===== config.mk =====
export PLATFORM = sky130hd
export DESIGN_NAME = uart_rx
export DESIGN_NICKNAME = d
export VERILOG_FILES = /design/src/rtl/uart_pkg.sv /design/src/rtl/sync_2ff.sv /design/src/rtl/uart_rx.sv
export SDC_FILE = /design/constraint.sdc
export NUM_CORES = 1
export LEC_CHECK = 0
export BUFFER_PORTS_ARGS = -buffer_cell sky130_fd_sc_hd__clkbuf_2
export CORE_MARGIN = 2
export CORE_UTILIZATION = 58
export CTS_CLUSTER_DIAMETER = 80
export DETAILED_ROUTE_END_ITERATION = 7
export PLACE_DENSITY = 0.78
export SETUP_SLACK_MARGIN = 0.05
export SYNTH_ARGS = -nofsm -noshare
export SYNTH_HDL_FRONTEND = slang
export SYNTH_HIERARCHICAL = 1
export SYNTH_SLANG_ARGS = --single-unit
export TNS_END_PERCENT = 5

===== constraint.sdc =====
create_clock -name clk_i -period 2.05 [get_ports clk_i]
set_input_delay 0.41 -clock clk_i [delete_from_list [all_inputs] [get_ports clk_i]]
set_output_delay 0.41 -clock clk_i [all_outputs]
set_load 0.02 [all_outputs]

===== src/rtl/uart_pkg.sv =====
// Shared types and constants for the UART datapath.
package uart_pkg;

    localparam int unsigned CLKS_PER_BIT_115200 = 280;
    localparam int unsigned UART_DATA_W         = 8;

    typedef enum logic [2:0] {
        RX_IDLE  = 3'd0,
        RX_START = 3'd1,
        RX_DATA  = 3'd2,
        RX_STOP  = 3'd3,
        RX_BREAK = 3'd4
    } rx_state_e;

endpackage : uart_pkg


===== src/rtl/sync_2ff.sv =====
// Generic 1-bit two-flop synchronizer for asynchronous inputs.
module sync_2ff #(
    parameter bit RstVal = 1'b1
) (
    input  logic i_clk,
    input  logic i_rst_n,
    input  logic i_d,
    output logic o_q
);

    logic r_meta;
    logic r_sync;

    // Two-stage capture; both stages come out of reset at RstVal.
    always_ff @(posedge i_clk or negedge i_rst_n) begin
        if (!i_rst_n) begin
            r_meta <= RstVal;
            r_sync <= RstVal;
        end else begin
            r_meta <= i_d;
            r_sync <= r_meta;
        end
    end

    assign o_q = r_sync;

endmodule : sync_2ff


===== src/rtl/uart_rx.sv =====
// 8N1 UART receiver with a one-byte valid/ready holding register.
module uart_rx
    import uart_pkg::*;
#(
    parameter int unsigned ClksPerBit = CLKS_PER_BIT_115200
) (
    input  logic                   clk_i,
    input  logic                   rst_ni,
    input  logic                   rx_i,
    output logic [UART_DATA_W-1:0] data_o,
    output logic                   valid_o,
    input  logic                   ready_i,
    output logic                   frame_err_o,
    output logic                   overrun_o
);

    localparam int unsigned CntW = $clog2(ClksPerBit);
    // Thresholds are one less than the interval because a state entered
    // with a cleared counter sees count 0 on its first decision edge.
    localparam logic [CntW-1:0] HalfM1 = CntW'(ClksPerBit / 2 - 1);
    localparam logic [CntW-1:0] FullM1 = CntW'(ClksPerBit - 1);
    localparam logic [2:0]      LastBit = 3'(UART_DATA_W - 1);

    logic                   w_rx_s;
    logic                   r_rx_q;

    rx_state_e              r_state;
    rx_state_e              w_state_nxt;
    logic [CntW-1:0]        r_cnt;
    logic [CntW-1:0]        w_cnt_nxt;
    logic [2:0]             r_bit_idx;
    logic [2:0]             w_bit_idx_nxt;
    logic [UART_DATA_W-1:0] r_shift;
    logic [UART_DATA_W-1:0] w_shift_nxt;
    logic                   w_deliver;
    logic                   w_ferr;
    logic                   r_deliver;
    logic                   r_ferr;

    logic [UART_DATA_W-1:0] r_data;
    logic                   r_valid;
    logic                   r_frame_err;
    logic                   r_overrun;

    sync_2ff #(
        .RstVal (1'b1)
    ) u_sync_rx (
        .i_clk   (clk_i),
        .i_rst_n (rst_ni),
        .i_d     (rx_i),
        .o_q     (w_rx_s)
    );

    // Delayed copy of the synchronized line for falling-edge detection.
    always_ff @(posedge clk_i or negedge rst_ni) begin
        if (!rst_ni) begin
            r_rx_q <= 1'b1;
        end else begin
            r_rx_q <= w_rx_s;
        end
    end

    // Frame FSM state, bit timing and shift register; strobes registered once.
    always_ff @(posedge clk_i or negedge rst_ni) begin
        if (!rst_ni) begin
            r_state   <= RX_IDLE;
            r_cnt     <= '0;
            r_bit_idx <= '0;
            r_shift   <= '0;
            r_deliver <= 1'b0;
            r_ferr    <= 1'b0;
        end else begin
            r_state   <= w_state_nxt;
            r_cnt     <= w_cnt_nxt;
            r_bit_idx <= w_bit_idx_nxt;
            r_shift   <= w_shift_nxt;
            r_deliver <= w_deliver;
            r_ferr    <= w_ferr;
        end
    end

    // Next-state logic: mid-bit sampling of start, data and stop bits.
    always_comb begin
        w_state_nxt   = r_state;
        w_cnt_nxt     = r_cnt + CntW'(1);
        w_bit_idx_nxt = r_bit_idx;
        w_shift_nxt   = r_shift;
        w_deliver     = 1'b0;
        w_ferr        = 1'b0;
        unique case (r_state)
            RX_IDLE: begin
                w_cnt_nxt = '0;
                if (r_rx_q && !w_rx_s) begin
                    w_state_nxt = RX_START;
                end
            end
            RX_START: begin
                if (r_cnt == HalfM1) begin
                    w_cnt_nxt = '0;
                    if (w_rx_s) begin
                        w_state_nxt = RX_IDLE;
                    end else begin
                        w_state_nxt   = RX_DATA;
                        w_bit_idx_nxt = '0;
                    end
                end
            end
            RX_DATA: begin
                if (r_cnt == FullM1) begin
                    w_cnt_nxt              = '0;
                    w_shift_nxt[r_bit_idx] = w_rx_s;
                    if (r_bit_idx == LastBit) begin
                        w_state_nxt = RX_STOP;
                    end else begin
                        w_bit_idx_nxt = r_bit_idx + 3'd1;
                    end
                end
            end
            RX_STOP: begin
                if (r_cnt == FullM1) begin
                    w_cnt_nxt = '0;
                    if (w_rx_s) begin
                        w_deliver   = 1'b1;
                        w_state_nxt = RX_IDLE;
                    end else begin
                        w_ferr      = 1'b1;
                        w_state_nxt = RX_BREAK;
                    end
                end
            end
            RX_BREAK: begin
                w_cnt_nxt = '0;
                if (w_rx_s) begin
                    w_state_nxt = RX_IDLE;
                end
            end
            default: begin
                w_cnt_nxt   = '0;
                w_state_nxt = RX_IDLE;
            end
        endcase
    end

    // Holding register: load on delivery, drop and flag when still occupied.
    always_ff @(posedge clk_i or negedge rst_ni) begin
        if (!rst_ni) begin
            r_data      <= '0;
            r_valid     <= 1'b0;
            r_frame_err <= 1'b0;
            r_overrun   <= 1'b0;
        end else begin
            r_frame_err <= r_ferr;
            r_overrun   <= 1'b0;
            if (r_deliver) begin
                if (!r_valid || ready_i) begin
                    r_data  <= r_shift;
                    r_valid <= 1'b1;
                end else begin
                    r_overrun <= 1'b1;
                end
            end else if (r_valid && ready_i) begin
                r_valid <= 1'b0;
            end
        end
    end

    assign data_o      = r_data;
    assign valid_o     = r_valid;
    assign frame_err_o = r_frame_err;
    assign overrun_o   = r_overrun;

endmodule : uart_rx


==> impl_metrics.csv <==
group,metric,value,unit
worst_setup_path,worstSetupPathType,"reg -> reg",
timing,tightest_slew,472.5,ps
place,portBuffers,14,
global_route,antenna_found_initial,0,
power,ir_drop,0.7631,mV
floorplan,core,0.002805,mm²
yosys,avgSynthCellArea,12.53,µm²
finish,num-fill-cells,223,
clock_network,clkSinkCount,39,
yosys,ys.flop_type,"dfrtp_1",
worst_setup_path,cp_max_fo,6,
finish,mostFrequentLayoutCell,"dfrtp_1",
floorplan,die-area,0.003480,mm²
clock_network,cts_tree,"done",
outcome,status,"finished clean",
power,p_per_area,875.8,mW/mm²
clock_network,cts_setup_buffers,0,
routing,antenna_left,0,
timing,clock-skew-final,4.820,ps
yosys,synth_top_area_frac,0.5136,
timing,fmax,530.8,MHz
yosys,synth_area_leader_cell,"dfrtp_1",
clock_network,holdBufCountCts,0,
timing,final.setup.tns,0,ps
routing,via_count,1116,
global_route,grt_use_total,0.1903,
worst_hold_path,min_path_type,"in -> async",
routing,routedWlPerCell,14.82,µm
yosys,yosysWarningCount,6,
finish,final_cell_mix,"36 x dfrtp_1, 17 x nor2_1, 14 x clkbuf_2",
floorplan,start_util,0.6253,
worst_setup_path,required,2300,ps
finish,multi_input_area,738.2,µm²
timing,final-max-slew-violation-count,0,
finish,final_net_count,165,
finish,seqCellArea,979.7,µm²
floorplan,fp.dieW,59.00,µm
clock_network,ctsResizeCount,0,
clock_network,cts_buffers,5,
yosys,ys_async_sr_fraction,1.000,
clock_network,clock_path_buffers,2,
global_route,grt_pass1_vias,1052,
worst_setup_path,reg2reg_slack,170,ps
floorplan,num_rows,19,
worst_setup_path,reg2reg_to,"r_shift[6]",
yosys,syn_inst,140,
finish,area_growth,10.34,%
global_route,grt_max_degree,40,
timing,slew_headroom,0.6850,
timing,hold_viol,0,
clock_network,clk_pin_slew,110,ps
finish,diodes,0,
worst_setup_path,endpoint_kind,"flop",
floorplan,fp.dieH,59.00,µm
power,p_leak,0.9429,nW
yosys,synth_edf_count,0,
yosys,syn_nets,147,
routing,drt_pass1_iterations,4,
routing,route.detailed.drc,0,
timing,finalCritPeriodShare,0.9189,
finish,drive_gt1_frac,0.2516,
worst_setup_path,critPathLaunchType,"flop",
timing,hold_slack,86.29,ps
yosys,syn_area,0.001754,mm²
yosys,yosysSeqAreaShare,0.5585,
routing,viasPerCell,5.874,
routing,drt-total-wl,2816,µm
yosys,ys_seq_elements,39,
yosys,synth.area.top_cells,"dfrtp_1 51%, mux2_1 5.1%, mux2_2 5.1%",
clock_network,clk_latency,350,ps
worst_setup_path,regToRegStartpoint,"r_cnt[0]",
clock_network,cts_root_buf,"clkbuf_4",
floorplan,ios,15,
worst_setup_path,crit_arrival,2140,ps
yosys,synth.distinct_cells,39,
worst_setup_path,rr_worst_depth,5,
timing,finalSetupViolCount,0,
global_route,grt_first_pass_wirelength,4795,µm
routing,drt_iter0_drc,35,
place,gp_congestion,0.8063,
clock_network,htree_levels,2,
timing,rsz0062_at_grt,"true",
global_route,grt-ovfl-total,0,
timing,finalCriticalPeriod,1884,ps
run,maxCapViolCount,0,
place,hpwlAfterDp,1932,µm
==> worst max-delay path: stages (launching register included) <==
cell and delay, ps:
dfrtp_1 410, ha_1 240, and4bb_1 260, nand4_2 230
nor4_2 310, mux2_1 340
==> layout make-up <==
class                           count  share of cell area
Clock inverter                      2             0.01810
Inverter                            2            0.003878
Tap cell                           31             0.02004
Sequential cell                    39              0.5061
Multi-Input combinational cell     94              0.3814
Timing Repair Buffer               16             0.04396
Clock buffer                        6             0.02650
==> state kept, by name, indices dropped and copies added, names as in the netlist <==
signal and cells:
r_cnt 9, data_o 8, r_shift 8, r_bit_idx 3, r_state 3, frame_err_o 1, overrun_o 1, r_deliver 1
r_ferr 1, r_rx_q 1, u_sync_rx/o_q 1, u_sync_rx/r_meta 1, valid_o 1
==> stage by stage <==
step	total power (W)	utilization	instances	cell area, µm²	setup WS [ps]
6_report	0.001695	0.6900	190	1936	166.2
5_1_grt	0.001775	0.6900	190	1936	38.22
4_1_cts	0.001705	0.6900	190	1936	152.1
3_5_place_dp	0.001165	0.6592	182	1849	171.4
3_3_place_gp	0.001154	0.6592	182	1849	225.5
2_1_floorplan	0.001108	-	140	1754	303.6
==> how the worst max path moves through the flow <==
stage                 end      from  slack, ps
6_report       r_shift[6]  r_cnt[0]        170
4_1_cts        r_shift[6]  r_cnt[0]        150
3_3_place_gp   r_shift[6]  r_cnt[0]        230
3_5_place_dp   r_shift[6]  r_cnt[0]        170
2_1_floorplan  r_shift[6]  r_cnt[0]        300
5_1_grt        r_shift[6]  r_cnt[0]         40
==> logic make-up after synthesis <==
family,Yosys count,share of synthesized area
AND/OR/NAND/NOR,57,0.2018
flip-flops,39,0.5585
AO/OA/AOI/OAI,10,0.05493
XOR/XNOR,8,0.03994
adder cells (fa/ha/maj),3,0.02140
multiplexers,16,0.1027
buffers and inverters,7,0.02069
==> where the power goes <==
part / switching [W] / internal, W / total [W] / leakage [nW]
Sequential: 0.000117 / 0.000842 / 0.000959 / 0.516
Clock: 0.000254 / 0.000288 / 0.000542 / 0.0482
Combinational: 0.000105 / 0.0000889 / 0.000194 / 0.378
==> cell usage after synthesis (3+ instances only) <==
cell type  number
nand3_1         5
mux2_2          8
xor2_1          3
dfstp_2         3
nand2_1         6
nor2b_1         3
nand4_1         5
dfrtp_1        36
mux2_1          8
nand4b_1        3
nor2_1         17
nor3_1          3
ha_1            3
xnor2_1         5
==> per-layer routing <==
metal  global-route usage  vias to the layer above  share of wire
met4               0.1071                        0          0.028
met5                    0                        -              0
met1               0.2368                      543           0.46
met2               0.3048                       20           0.48
met3              0.04585                       11          0.032
li1                     -                      542              -
Power figures use the tool's default switching activity.
